File: src/rtl/sequence_generator_if.sv
// rtl/sequence_generator_if.sv - Request and serial-stream bundle for sequence_generator
`timescale 1ns/1ps

interface sequence_generator_if #(
  parameter int MAX_LEN = 8,
  parameter int LW      = $clog2(MAX_LEN + 1)
);
  logic               start;
  logic [MAX_LEN-1:0] pattern;
  logic [LW-1:0]      pat_len;
  logic [3:0]         reps;
  logic [2:0]         gap;
  logic               serial_out;
  logic               bit_valid;
  logic               busy;
  logic               done;

  modport master (
    output start, pattern, pat_len, reps, gap,
    input  serial_out, bit_valid, busy, done
  );

  modport slave (
    input  start, pattern, pat_len, reps, gap,
    output serial_out, bit_valid, busy, done
  );
endinterface

File: src/rtl/sequence_generator.sv
// rtl/sequence_generator.sv - Repeating MSB-first serial pattern generator with inter-repetition gaps
`timescale 1ns/1ps

module sequence_generator #(
  parameter int MAX_LEN = 8,
  parameter int LW      = $clog2(MAX_LEN + 1)
) (
  input  logic                 clk,
  input  logic                 rst_n,
  sequence_generator_if.slave  bus
);
  localparam int CW = $clog2(MAX_LEN);

  typedef enum logic [1:0] {IDLE, SEND, GAP, FIN} state_t;

  state_t             state, state_nx;
  logic [MAX_LEN-1:0] pat_q, pat_nx;
  logic [LW-1:0]      len_q, len_nx;
  logic [3:0]         rep_q, rep_nx;
  logic [2:0]         gap_q, gap_nx;
  logic [2:0]         gcnt_q, gcnt_nx;
  logic [CW-1:0]      bcnt_q, bcnt_nx;
  logic               sout_q, sout_nx;
  logic               valid_q, valid_nx;
  logic               busy_q, busy_nx;
  logic               done_q, done_nx;

  logic [LW-1:0]      len_in;
  logic [CW-1:0]      msb_in;
  logic [CW-1:0]      msb_q;
  logic [CW-1:0]      bcnt_dec;

  // Oversized lengths are clamped so the bit counter never indexes past the pattern.
  assign len_in   = (bus.pat_len > LW'(MAX_LEN)) ? LW'(MAX_LEN) : bus.pat_len;
  assign msb_in   = CW'(len_in - LW'(1));
  assign msb_q    = CW'(len_q - LW'(1));
  assign bcnt_dec = bcnt_q - CW'(1);

  always_comb begin
    state_nx = state;
    pat_nx   = pat_q;
    len_nx   = len_q;
    rep_nx   = rep_q;
    gap_nx   = gap_q;
    gcnt_nx  = gcnt_q;
    bcnt_nx  = bcnt_q;
    sout_nx  = 1'b0;
    valid_nx = 1'b0;
    busy_nx  = 1'b0;
    done_nx  = 1'b0;

    case (state)
      IDLE: begin
        if (bus.start) begin
          pat_nx = bus.pattern;
          len_nx = len_in;
          rep_nx = (bus.reps == 4'd0) ? 4'd1 : bus.reps;
          gap_nx = bus.gap;
          if (len_in == LW'(0)) begin
            state_nx = FIN;
            done_nx  = 1'b1;
          end else begin
            state_nx = SEND;
            bcnt_nx  = msb_in;
            sout_nx  = bus.pattern[msb_in];
            valid_nx = 1'b1;
            busy_nx  = 1'b1;
          end
        end
      end

      SEND: begin
        if (bcnt_q != CW'(0)) begin
          bcnt_nx  = bcnt_dec;
          sout_nx  = pat_q[bcnt_dec];
          valid_nx = 1'b1;
          busy_nx  = 1'b1;
        end else if (rep_q > 4'd1) begin
          // rep_q counts repetitions still owed including the current one; it stops at 1.
          rep_nx  = rep_q - 4'd1;
          busy_nx = 1'b1;
          if (gap_q != 3'd0) begin
            state_nx = GAP;
            gcnt_nx  = gap_q - 3'd1;
          end else begin
            bcnt_nx  = msb_q;
            sout_nx  = pat_q[msb_q];
            valid_nx = 1'b1;
          end
        end else begin
          state_nx = FIN;
          done_nx  = 1'b1;
        end
      end

      GAP: begin
        busy_nx = 1'b1;
        if (gcnt_q == 3'd0) begin
          state_nx = SEND;
          bcnt_nx  = msb_q;
          sout_nx  = pat_q[msb_q];
          valid_nx = 1'b1;
        end else begin
          gcnt_nx = gcnt_q - 3'd1;
        end
      end

      FIN: begin
        state_nx = IDLE;
      end

      default: begin
        state_nx = IDLE;
      end
    endcase
  end

  always_ff @(posedge clk or negedge rst_n) begin
    if (!rst_n) begin
      state   <= IDLE;
      pat_q   <= '0;
      len_q   <= '0;
      rep_q   <= '0;
      gap_q   <= '0;
      gcnt_q  <= '0;
      bcnt_q  <= '0;
      sout_q  <= 1'b0;
      valid_q <= 1'b0;
      busy_q  <= 1'b0;
      done_q  <= 1'b0;
    end else begin
      state   <= state_nx;
      pat_q   <= pat_nx;
      len_q   <= len_nx;
      rep_q   <= rep_nx;
      gap_q   <= gap_nx;
      gcnt_q  <= gcnt_nx;
      bcnt_q  <= bcnt_nx;
      sout_q  <= sout_nx;
      valid_q <= valid_nx;
      busy_q  <= busy_nx;
      done_q  <= done_nx;
    end
  end

  assign bus.serial_out = sout_q;
  assign bus.bit_valid  = valid_q;
  assign bus.busy       = busy_q;
  assign bus.done       = done_q;

endmodule

File: src/flat_wrapper.sv
// flat-port wrapper written by rule: the top's interface ports become plain ports
module sequence_generator_flat 
#(
  parameter int MAX_LEN = 8,
  parameter int LW      = $clog2(MAX_LEN + 1)
)
  (clk, rst_n, bus_start, bus_pattern, bus_pat_len, bus_reps, bus_gap, bus_serial_out, bus_bit_valid, bus_busy, bus_done);
  sequence_generator_if #(.MAX_LEN(MAX_LEN), .LW(LW)) bus_i ();
  input  logic clk;
  input  logic rst_n;
  input wire logic [$bits(bus_i.start)-1:0] bus_start;
  input wire logic [$bits(bus_i.pattern)-1:0] bus_pattern;
  input wire logic [$bits(bus_i.pat_len)-1:0] bus_pat_len;
  input wire logic [$bits(bus_i.reps)-1:0] bus_reps;
  input wire logic [$bits(bus_i.gap)-1:0] bus_gap;
  output wire logic [$bits(bus_i.serial_out)-1:0] bus_serial_out;
  output wire logic [$bits(bus_i.bit_valid)-1:0] bus_bit_valid;
  output wire logic [$bits(bus_i.busy)-1:0] bus_busy;
  output wire logic [$bits(bus_i.done)-1:0] bus_done;
  assign bus_i.start = bus_start;
  assign bus_i.pattern = bus_pattern;
  assign bus_i.pat_len = bus_pat_len;
  assign bus_i.reps = bus_reps;
  assign bus_i.gap = bus_gap;
  assign bus_serial_out = bus_i.serial_out;
  assign bus_bit_valid = bus_i.bit_valid;
  assign bus_busy = bus_i.busy;
  assign bus_done = bus_i.done;
  sequence_generator #(.MAX_LEN(MAX_LEN), .LW(LW)) u_core (.clk(clk), .rst_n(rst_n), .bus(bus_i));
endmodule
File: config.mk
export PLATFORM = sky130hd
export DESIGN_NAME = sequence_generator_flat
export DESIGN_NICKNAME = d
export VERILOG_FILES = /design/src/rtl/sequence_generator_if.sv /design/src/rtl/sequence_generator.sv /design/src/flat_wrapper.sv
export SDC_FILE = /design/constraint.sdc
export NUM_CORES = 1
export LEC_CHECK = 0
export BUFFER_PORTS_ARGS = -buffer_cell sky130_fd_sc_hd__buf_2
export CAP_MARGIN = 10
export CORE_MARGIN = 4
export CORE_UTILIZATION = 50
export CTS_CLUSTER_SIZE = 28
export DETAILED_ROUTE_END_ITERATION = 6
export GPL_TIMING_DRIVEN = 0
export PLACE_DENSITY = 0.82
export SETUP_SLACK_MARGIN = 0.02
export SYNTH_ARGS = -nofsm -noshare
export SYNTH_HDL_FRONTEND = slang
export SYNTH_SLANG_ARGS = --single-unit
File: constraint.sdc
create_clock -name clk -period 1.8 [get_ports clk]
set_input_delay 0.45 -clock clk [delete_from_list [all_inputs] [get_ports clk]]
set_output_delay 0.45 -clock clk [all_outputs]
set_load 0.01 [all_outputs]
==> results of run 1 <==
## state kept, by name, summed over array words and instances (netlist names)
name / count
u_core.bcnt_q: 3
u_core.bus.bit_valid: 1
u_core.bus.busy: 1
u_core.bus.done: 1
u_core.bus.serial_out: 1
u_core.gap_q: 3
u_core.gcnt_q: 3
u_core.len_q: 3
u_core.pat_q: 8
u_core.rep_q: 4
u_core.state: 2
## per-layer routing
| metal | vias up | GRT usage, % |
|---|---|---|
| met4 | 0 | 7.87 |
| li1 | 778 | - |
| met5 | - | 0 |
| met2 | 84 | 28.2 |
| met3 | 22 | 5.18 |
| met1 | 830 | 24.4 |
## layout make-up
type / instances / share of cell area, %
Buffer: 6 / 1.64
Clock buffer: 6 / 3.27
Timing Repair Buffer: 42 / 10.9
Tap cell: 48 / 2.38
Multi-Input combinational cell: 138 / 50.1
Inverter: 12 / 1.88
Sequential cell: 30 / 29.8
## worst paths after layout
path / endpoint / depth (start not counted) / slack, ns
max in group asynchronous: u_core.len_q[0]$_DFFE_PN0P_ / 1 / 1.16
min in group clk: u_core.gap_q[2]$_DFFE_PN0P_ / 2 / 0.40
max: u_core.gcnt_q[0]$_DFFE_PN0P_ / 6 / 0.004
min reg2reg: u_core.len_q[1]$_DFFE_PN0P_ / 2 / 0.48
min: u_core.bcnt_q[2]$_DFFE_PN0P_ / 1 / 0.19
max reg2reg: u_core.gcnt_q[0]$_DFFE_PN0P_ / 6 / 0.004
## what timing repair did
action | CTS | global route
endpoints found under the setup margin | 17 | 9
pin swaps | 3 | 8
setup buffers | 5 | 14
endpoints found under the hold margin | 0 | 0
resized for setup | 13 | 34
## critical path: cells and delay by family (launching register included)
kind,cells,cell delay [ns]
flip-flops,1,0.43
buffers and inverters,3,0.40
multiplexers,1,0.37
AO/OA/AOI/OAI,1,0.31
adder cells (fa/ha/maj),1,0.16
## placed cells by master (no fill, tap or decap), types with 2 or more instances in the layout
cell                        n
sky130_fd_sc_hd__o32ai_1    2
sky130_fd_sc_hd__ha_1       4
sky130_fd_sc_hd__ha_4       4
sky130_fd_sc_hd__clkbuf_8   6
sky130_fd_sc_hd__buf_6      3
sky130_fd_sc_hd__mux2_2    12
sky130_fd_sc_hd__nand2_1   13
sky130_fd_sc_hd__buf_2     24
sky130_fd_sc_hd__a21oi_1    4
sky130_fd_sc_hd__nand2_2    2
sky130_fd_sc_hd__xnor2_1    2
sky130_fd_sc_hd__nor3_1     4
sky130_fd_sc_hd__xor2_1     2
sky130_fd_sc_hd__inv_1      7
sky130_fd_sc_hd__a41oi_1    2
sky130_fd_sc_hd__dfrtp_1   28
sky130_fd_sc_hd__nand2b_1   4
sky130_fd_sc_hd__nand3_1    6
sky130_fd_sc_hd__o21ai_0   13
sky130_fd_sc_hd__clkbuf_2   2
sky130_fd_sc_hd__inv_2      4
sky130_fd_sc_hd__dfrtp_2    2
sky130_fd_sc_hd__ha_2       2
sky130_fd_sc_hd__buf_4     17
sky130_fd_sc_hd__o221ai_1   2
sky130_fd_sc_hd__o22ai_1    3
sky130_fd_sc_hd__o31ai_1    2
sky130_fd_sc_hd__nand2_4    3
sky130_fd_sc_hd__a211oi_2   2
sky130_fd_sc_hd__mux2i_1    5
sky130_fd_sc_hd__mux4_2     4
sky130_fd_sc_hd__nor2_1    11
## kinds of logic after synthesis
logic type                 Yosys count  synth area share (%)
adders and majority gates           10                  6.50
DFF                                 30                  39.0
buffers and inverters               18                  3.77
AOI/OAI and AO/OA                   46                  17.9
and+or+nand+nor                     54                  14.6
xor gates and xnor gates             4                  1.82
muxes                               24                  16.5
## power groups by stage
| stage | clock [mW] | combinational [mW] | sequential (mW) |
|---|---|---|---|
| after floorplan | 0 | 1.82 | 1.27 |
| after global placement | 0 | 2.19 | 1.31 |
| after detailed placement | 0 | 2.24 | 1.33 |
| after CTS | 0.531 | 2.47 | 1.31 |
| after global routing | 0.573 | 3.63 | 1.39 |
| final | 0.524 | 3.35 | 1.33 |
## stage by stage
stage | cells | power (mW) | hold WS, ns | setup TNS, ns | util, %
finish | 282 | 5.21 | 0.191 | 0 | 68.5
global route | 282 | 5.59 | 0.241 | -0.380 | 68.5
CTS | 268 | 4.31 | 0.214 | 0 | 61.4
detailed placement | 257 | 3.57 | 0.467 | -1.01 | 57.1
global placement | 257 | 3.50 | 0.468 | -0.662 | 57.1
floorplan | 186 | 3.09 | 0.154 | 0 | -
==> summary.md, run 1 <==
| Metric | Value |
|---|---|
| Vias in the first global route | `1547` |
| Largest cells by area after synthesis | `sky130_fd_sc_hd__dfrtp_1 39%, sky130_fd_sc_hd__mux2_2 7.0%, sky130_fd_sc_hd__ha_1 6.5%, sky130_fd_sc_hd__mux2i_1 3.6%, sky130_fd_sc_hd__o21ai_0 3.6%` |
| Global-route total usage across every layer | `18.5%` |
| Internal | `3.07 mW` |
| Post-synthesis net count | `218` |
| Clock insertion delay at the later pin of the skew report | `0.28 ns` |
| Clock root buffer master | `sky130_fd_sc_hd__clkbuf_8` |
| Final min period | `1.80 ns` |
| Clock tree from TritonCTS | `yes` |
| Number of antenna violations at the first check in global routing | `0` |
| Endpoint required time on the critical path | `1.97 ns` |
| Starting utilization of the core area | `52.2%` |
| Switching fraction of total power | `41.0%` |
| Worst setup skew after layout | `0.00431 ns` |
| Leading cell types by count after synthesis | `30 x sky130_fd_sc_hd__dfrtp_1, 17 x sky130_fd_sc_hd__nand2_1, 14 x sky130_fd_sc_hd__o21ai_0` |
| Period utilisation layout | `99.8%` |
| Setup WS pre-CTS | `-0.177 ns` |
| Cells after synthesis | `186` |
| P_sw | `2.14 mW` |
| Aggregate routed wire length | `5010 µm` |
| CTS hold repair buffers | `0` |
| Total congestion overflow after global routing | `0` |
| Cts bufs inserted | `5` |
| Antenna viol nets, final | `0` |
| Post-place instance area | `0.00211 mm²` |
| List of cells traversed by the critical path | `inv_2 > ha_4 > buf_6 > inv_1 > o2111ai_4 > mux2_2` |
| Cell area power density | `2060 mW/mm²` |
| I/O Buffers | `23` |
| Cell with the largest stage delay on the worst path | `sky130_fd_sc_hd__dfrtp_1` |
| Synthesized area per cell | `10.4 µm²` |
| Vertical die dimension | `70.1 µm` |
| DR WL/cell | `17.8 µm` |
| Met3 WL post-DR | `329 µm` |
| Number of fillers in the final layout | `268` |
| Largest stage delay on the critical path | `0.43 ns` |
| Top-count cell post-synth | `sky130_fd_sc_hd__dfrtp_1` |
| Synth warnings | `0` |
| R2R Path Start | `u_core.state[1]$_DFFE_PN0P_` |
| Nature of the critical path endpoint | `flop` |
| Total core area | `0.00369 mm²` |
| Share of total power in the clock network | `10.1%` |
| Reg power frac | `25.6%` |
| Placer Congestion | `0.931` |
| Routed length on met1 | `2020 µm` |
| Synth cell types | `49` |
| Start point of the critical path | `u_core.state[1]$_DFFE_PN0P_` |
| Leakage power summed over all cells | `1.10 nW` |
| EDFF count, synth | `0` |
| CP startpoint kind | `flop` |
| Share of layout cells above drive strength 1 | `46.6%` |
| Slew at the pin closest to its max-slew limit | `0.642 ns` |
| Clock slew seen by the registers of the worst setup and hold paths | `0.06 ns` |
| Final hold violation count | `0` |
| Max frequency | `557 MHz` |
| Detailed-route via count | `1714` |
| Final non-filler cell area | `0.00252 mm²` |
| Number of top-level design ports | `26` |
| Antenna cells | `0` |
| Top routing layer in use | `met4` |
| First-pass GRT wire length | `7220 µm` |
| PnR worst setup slack | `0.00447 ns` |
| Vias per std cell | `6.08` |
| Row count | `22` |
| DPL Wire Length | `2970 µm` |
| Post-synth top flop | `sky130_fd_sc_hd__dfrtp_1` |
| Arr. time, crit path | `1.96 ns` |
| Cell Area, Synth | `0.00193 mm²` |
| Bufs on Longest Clock Path | `2` |
| Area of the multi-input gates | `0.00127 mm²` |
| Final-report setup violation count | `0` |
| Post-route DRC violation count | `0` |
| Worst setup path category | `flop to flop` |
| Maximum resistive drop on vdd | `0.000941 V` |
| Share of Yosys cell area claimed by the top area cell type | `39.0%` |
| Die span in x | `70.1 µm` |
| Worst min-delay path category | `input pin to asynchronous set/reset pin` |
| Clock sink total | `30` |
| Pin count of the biggest net entering global routing | `31` |
| Growth of design area from synthesis to finish | `31.1%` |
| Routed length on met2 | `2420 µm` |
| Final-report max-slew violation count | `0` |
| Logic pwr share | `64.3%` |
| Status | `completed` |
| Library cell with the largest summed area after synthesis | `sky130_fd_sc_hd__dfrtp_1` |
| Violation count after the first detailed-route iteration | `156` |
| Full die area | `0.00491 mm²` |
| Async set-reset flop share out of synthesis | `100%` |
| Sequential Area | `753 µm²` |
| Post-synthesis register bit count | `30` |
| Crit-path max FO | `8` |
| # H-tree levels | `2` |
| Max-cap violations | `0` |
| Detailed-router iteration count before antenna repair | `5` |
| Unrepaired setup endpoints after global routing | `true` |
| Final Net Count | `267` |
| Worst slew margin relative to its limit | `57.2%` |
| Sequential element share of the synthesized area | `39.0%` |
Note: power is estimated with default switching activity, not from simulation.
==> run 2: changes to the inputs <==
- BUFFER_PORTS_ARGS: -buffer_cell sky130_fd_sc_hd__buf_2 -> not set
- DONT_BUFFER_PORTS: not set -> 1
- PLACE_DENSITY: 0.82 -> 0.76
==> run 2 against run 1 <==
Critical path depth rose by 1. Core utilization decreased by 2.6 points. Via count is 5.4% lower. Die area unchanged. Routed wire length down 3.3%. Sequential share of layout area up 1.3 points. Largest cell class unchanged.
==> summary.md, run 2 (synthesis results as in run 1) <==
| Metric | Value |
|---|---|
| Status | `completed` |
| Slew at the pin closest to its max-slew limit | `0.424 ns` |
| Post-route DRC violation count | `0` |
| Clock slew seen by the registers of the worst setup and hold paths | `0.06 ns` |
| Cell area power density | `2070 mW/mm²` |
| DR WL/cell | `18.2 µm` |
| Final-layout setup total negative slack | `0 ns` |
| Row count | `22` |
| Final-report setup violation count | `0` |
| Leakage power summed over all cells | `1.03 nW` |
| Worst setup path category | `flop to flop` |
| Detailed-router iteration count before antenna repair | `4` |
| Max frequency | `556 MHz` |
| Startpoint of the lowest-slack hold path | `bus_gap[0]` |
| Starting utilization of the core area | `52.2%` |
| Layout Utilization | `65.8%` |
| Violation count after the first detailed-route iteration | `63` |
| Endpoint required time on the critical path | `1.98 ns` |
| Cts bufs inserted | `5` |
| Final-report max-slew violation count | `0` |
| Vertical die dimension | `70.1 µm` |
| Antenna viol nets, final | `0` |
| I/O Buffers | `0` |
| Detailed-route via count | `1622` |
| Placed cell count | `234` |
| Number of standard cells in the final layout excluding fillers | `266` |
| Crit-path max FO | `4` |
| List of cells traversed by the critical path | `inv_2 > ha_4 > or2_4 > nand2_4 > nand2_4 > a211oi_4 > mux2_4` |
| Clock tree from TritonCTS | `yes` |
| Most common cell after layout, fill and taps aside | `sky130_fd_sc_hd__dfrtp_1` |
| Tot Pwr | `5.02 mW` |
| Start point of the critical path | `u_core.rep_q[0]$_DFFE_PN0P_` |
| Max-cap violations | `0` |
| Share of layout cells above drive strength 1 | `39.9%` |
| Bufs on Longest Clock Path | `2` |
| # H-tree levels | `2` |
| PnR worst setup slack | `0.00137 ns` |
| Setup WS pre-CTS | `-0.182 ns` |
| Maximum resistive drop on vdd | `0.00104 V` |
| Top flop regs | `u_core.pat_q: 8 flops, u_core.rep_q: 4 flops` |
| DPL Wire Length | `3310 µm` |
| Leading cell types in the layout, fill and taps excluded | `27 x sky130_fd_sc_hd__dfrtp_1, 21 x sky130_fd_sc_hd__buf_4, 13 x sky130_fd_sc_hd__nand2_1, 13 x sky130_fd_sc_hd__o21ai_0` |
| Post-place instance area | `0.00199 mm²` |
| Arr. time, crit path | `1.97 ns` |
| First-pass GRT wire length | `7630 µm` |
| Most flops, register | `u_core.pat_q` |
| Clock root buffer master | `sky130_fd_sc_hd__clkbuf_8` |
| Final min period | `1.80 ns` |
| Global-route total usage across every layer | `19.7%` |
| Total congestion overflow after global routing | `0` |
| Min Hold Slack | `0.307 ns` |
| Full die area | `0.00491 mm²` |
| Die span in x | `70.1 µm` |
| CP most frequent cell | `sky130_fd_sc_hd__nand2_4` |
| Growth of design area from synthesis to finish | `26.1%` |
| Largest stage delay on the critical path | `0.40 ns` |
| Worst slew margin relative to its limit | `71.5%` |
| Vias per std cell | `6.10` |
| Antenna cells | `0` |
| Period utilisation layout | `99.9%` |
| Number of flip-flops in the largest register | `8` |
| Worst min-delay path category | `input pin to flop` |
| CP startpoint kind | `flop` |
| Final hold violation count | `0` |
| R2R Path Start | `u_core.rep_q[0]$_DFFE_PN0P_` |
| Nature of the critical path endpoint | `flop` |
| Total core area | `0.00369 mm²` |
| Number of top-level design ports | `26` |
| Clock sink total | `30` |
| Clock insertion delay at the later pin of the skew report | `0.29 ns` |
| Final non-filler cell area | `0.00243 mm²` |
| Pin count of the biggest net entering global routing | `31` |
| Cell with the largest stage delay on the worst path | `sky130_fd_sc_hd__dfrtp_1` |
| Number of antenna violations at the first check in global routing | `0` |
| Number of fillers in the final layout | `299` |
| Placer Congestion | `0.864` |
| Worst setup skew after layout | `0.00394 ns` |
| Final Net Count | `249` |
| Aggregate routed wire length | `4850 µm` |
| Unrepaired setup endpoints after global routing | `true` |
| Vias in the first global route | `1682` |
## run 2: cell count changes in the layout (fill, tap and decap cells not counted), sizes merged
cell | before | now
clkbuf | 9 | 10
clkinvlp | 0 | 1
buf | 45 | 26
inv | 12 | 11
clkinv | 0 | 1
dlygate4sd3 | 0 | 1
## run 2: final cells by class
type                            count  area (µm²)  area share (%)
Multi-Input combinational cell    138        1220            50.4
Clock buffer                        7        86.3            3.56
Inverter                           12        51.3            2.11
Sequential cell                    30         754            31.1
Tap cell                           48        60.1            2.47
Buffer                              6        47.5            1.96
Timing Repair Buffer               24         199            8.20
Clock inverter                      1        5.00           0.206
## run 2: worst max-delay path: cells and delay by family, from the launching register on
kind | cells | cell delay, ns
flip-flops | 1 | 0.40
AO/OA/AOI/OAI | 1 | 0.30
buffers and inverters | 1 | 0.07
AND/OR/NAND/NOR | 3 | 0.43
multiplexers | 1 | 0.33
adder cells (fa/ha/maj) | 1 | 0.16
## run 2: layer usage
| layer | share of wire (%) | global-route usage, % |
|---|---|---|
| met1 | 40 | 21.2 |
| met2 | 52 | 34.2 |
| met3 | 5.3 | 6.19 |
| met4 | 2.6 | 10.6 |
| met5 | 0 | 0 |
## run 2: final timing paths
kind | depth (start not counted) | to | slack, ns
max in group asynchronous | 2 | u_core.state[1]$_DFFE_PN0P_ | 1.03
worst max-delay path | 7 | u_core.bcnt_q[2]$_DFFE_PN0P_ | 0.001
worst min-delay path | 1 | u_core.gap_q[0]$_DFFE_PN0P_ | 0.31
min in group asynchronous | 2 | u_core.len_q[2]$_DFFE_PN0P_ | 0.59
worst max register to register | 7 | u_core.bcnt_q[2]$_DFFE_PN0P_ | 0.001
worst min register to register | 2 | u_core.len_q[1]$_DFFE_PN0P_ | 0.51
## run 2: power by group
group / total, mW / switching [mW] / internal (mW)
logic: 3.10 / 1.47 / 1.63
registers: 1.36 / 0.330 / 1.03
clock network: 0.562 / 0.254 / 0.308
total: 5.02 / 2.06 / 2.96
## run 2: timing repair
item,4_1_cts,5_1_grt
resized for setup,24,17
cloned,0,0
hold endpoints to repair,30,0
pin swaps,5,5
hold buffers,2,0
buffers inserted,10,12
endpoints found under the setup margin,18,11
==> run 3: changes to the inputs <==
- SETUP_SLACK_MARGIN: 0.02 -> 0.4
==> run 3 against run 2 <==
The run now ends with negative setup slack left. Sequential power is 7% higher. Die area is the same. Worst hold slack lost 0.0016 ns. First-iteration DRC count up 43%. Via count grew 7.9%. Fmax decreased by 3.9%. Register-to-register slack lost 0.07 ns. Critical path depth rose by 1. Combinational power is 38% higher. Core utilization up 13 points. Power increased by 28%. Non-clock buffer count grew 18. Critical path type unchanged. Highest routed layer unchanged.
==> summary.md, run 3 (synthesis results as in run 1) <==
| Metric | Value |
|---|---|
| Slew at the pin closest to its max-slew limit | `0.491 ns` |
| Start point of the critical path | `u_core.state[0]$_DFFE_PN0P_` |
| DR WL/cell | `21.7 µm` |
| Placer Congestion | `0.930` |
| Antenna cells | `0` |
| Vias per std cell | `6.18` |
| Starting utilization of the core area | `52.2%` |
| Worst slew margin relative to its limit | `67.2%` |
| Die span in x | `70.1 µm` |
| Cells on Worst Hold Path | `1` |
| Total core area | `0.00369 mm²` |
| Number of fillers in the final layout | `214` |
| Number of top-level design ports | `26` |
| Leading cell types in the layout, fill and taps excluded | `28 x sky130_fd_sc_hd__buf_4, 26 x sky130_fd_sc_hd__dfrtp_1, 13 x sky130_fd_sc_hd__mux2_4, 10 x sky130_fd_sc_hd__buf_6, 10 x sky130_fd_sc_hd__nor2_1` |
| Bufs on Longest Clock Path | `2` |
| Max frequency | `534 MHz` |
| Status | `finished with violations` |
| Clock root buffer master | `sky130_fd_sc_hd__clkbuf_8` |
| Final Net Count | `267` |
| Violation count after the first detailed-route iteration | `90` |
| Share of layout cells above drive strength 1 | `58.3%` |
| Clock tree from TritonCTS | `yes` |
| Detailed-route via count | `1750` |
| DPL Wire Length | `3220 µm` |
| Post-route DRC violation count | `0` |
| Nature of the critical path endpoint | `flop` |
| Max-cap violations | `0` |
| Arr. time, crit path | `2.05 ns` |
| Area of the multi-input gates | `0.00148 mm²` |
| Leakage power summed over all cells | `1.25 nW` |
| Full die area | `0.00491 mm²` |
| Final-report setup violation count | `5` |
| First-pass GRT wire length | `8580 µm` |
| Worst setup path category | `flop to flop` |
| Vias in the first global route | `1866` |
| Final hold violation count | `0` |
| Cts bufs inserted | `5` |
| Detailed-router iteration count before antenna repair | `4` |
| Register-to-Register Path Depth | `8` |
| I/O Buffers | `0` |
| Sequential Area | `756 µm²` |
| Startpoint of the lowest-slack hold path | `bus_pattern[2]` |
| Placed cell count | `234` |
| Final-report max-slew violation count | `0` |
| Pin count of the biggest net entering global routing | `31` |
| Worst setup skew after layout | `0.00569 ns` |
| Reg2Reg Setup Slack | `-0.07 ns` |
| Most common cell after layout, fill and taps aside | `sky130_fd_sc_hd__buf_4` |
| PnR worst setup slack | `-0.0715 ns` |
| Clock slew seen by the registers of the worst setup and hold paths | `0.06 ns` |
| Growth of design area from synthesis to finish | `51.3%` |
| Final non-filler cell area | `0.00291 mm²` |
| Row count | `22` |
| Number of antenna violations at the first check in global routing | `0` |
| Global-route total usage across every layer | `21.9%` |
| Most flops, register | `u_core.pat_q` |
| Endpoint required time on the critical path | `1.98 ns` |
| Cell area power density | `2200 mW/mm²` |
| Unrepaired setup endpoints after global routing | `true` |
| Worst min-delay path category | `input pin to flop` |
| Clock sink total | `30` |
| Aggregate routed wire length | `6150 µm` |
| Post-place instance area | `0.00210 mm²` |
| Number of standard cells in the final layout excluding fillers | `283` |
| Period utilisation layout | `104%` |
| Final-layout setup total negative slack | `-0.197 ns` |
| Number of flip-flops in the largest register | `8` |
| Crit-path max FO | `6` |
| Clock insertion delay at the later pin of the skew report | `0.29 ns` |
| # H-tree levels | `2` |
| Final min period | `1.87 ns` |
| Top flop regs | `u_core.pat_q: 8 flops, u_core.rep_q: 4 flops` |
| R2R Path Start | `u_core.state[0]$_DFFE_PN0P_` |
| Antenna viol nets, final | `0` |
| Critical R2R Capture | `u_core.bcnt_q[2]$_DFFE_PN0P_` |
| Vertical die dimension | `70.1 µm` |
| Total congestion overflow after global routing | `0` |
| Capture endpoint of the worst hold path | `u_core.pat_q[2]$_DFFE_PN0P_` |
| Violated checks | `negative setup slack` |
| Maximum resistive drop on vdd | `0.00101 V` |
| CP startpoint kind | `flop` |
-- run 3: report_power, final --
group	internal (mW)	total [mW]	switching (mW)
Combinational	2.32	4.27	1.95
Clock	0.442	0.697	0.255
Sequential	1.03	1.45	0.416
Total	3.79	6.42	2.62
-- run 3: worst max-delay path by stage --
stage / to / slack [ns] / depth (start not counted)
final: u_core.bcnt_q[2]$_DFFE_PN0P_ / -0.07 / 8
after global routing: u_core.bcnt_q[2]$_DFFE_PN0P_ / -0.13 / 8
after CTS: u_core.gcnt_q[2]$_DFFE_PN0P_ / 0.07 / 8
after detailed placement: u_core.bcnt_q[2]$_DFFE_PN0P_ / -0.09 / 7
after global placement: u_core.bcnt_q[2]$_DFFE_PN0P_ / -0.03 / 7
after floorplan: u_core.bcnt_q[2]$_DFFE_PN0P_ / 0.06 / 7
-- run 3: stage by stage --
step	setup slack (ns)	util, %	power, mW	hold WS [ns]
6_report	-0.0715	79.0	6.42	0.305
5_1_grt	-0.127	79.0	6.77	0.299
4_1_cts	0.0697	70.3	5.42	0.306
3_5_place_dp	-0.0890	57.1	3.90	0.155
3_3_place_gp	-0.0292	57.1	3.76	0.155
2_1_floorplan	0.0595	-	3.39	0.154
-- run 3: repair_timing --
action / in CTS / in global routing
pin swaps: 21 / 24
endpoints found under the hold margin: 30 / 0
hold buffers: 2 / 0
gates resized for setup: 28 / 61
endpoints found under the setup margin: 19 / 30
buffers inserted: 29 / 11
-- run 3: critical path, cell delays in order, from the launching register on --
cell and delay [ns]:
sky130_fd_sc_hd__dfrtp_2 0.41, sky130_fd_sc_hd__inv_2 0.08, sky130_fd_sc_hd__ha_4 0.16, sky130_fd_sc_hd__buf_8 0.14
sky130_fd_sc_hd__inv_6 0.06, sky130_fd_sc_hd__a2bb2oi_2 0.21, sky130_fd_sc_hd__nand2_2 0.10, sky130_fd_sc_hd__a211oi_4 0.28
sky130_fd_sc_hd__mux2_4 0.32
-- run 3: area by class of cell --
cell class | instances | share of cell area, %
buffer | 6 | 2.23
multi-input combinational | 138 | 50.8
clock buffer | 6 | 2.83
tap | 48 | 2.06
timing repair buffer | 42 | 13.4
clock inverter | 1 | 1.03
sequential | 30 | 25.9
inverter | 12 | 1.72
-- run 3: metal layers --
metal / part of all wire (%) / global-route usage, %
met1: 39 / 23.7
met5: 0 / 0
met2: 50 / 37.7
met4: 2.8 / 11.7
met3: 8.0 / 7.05
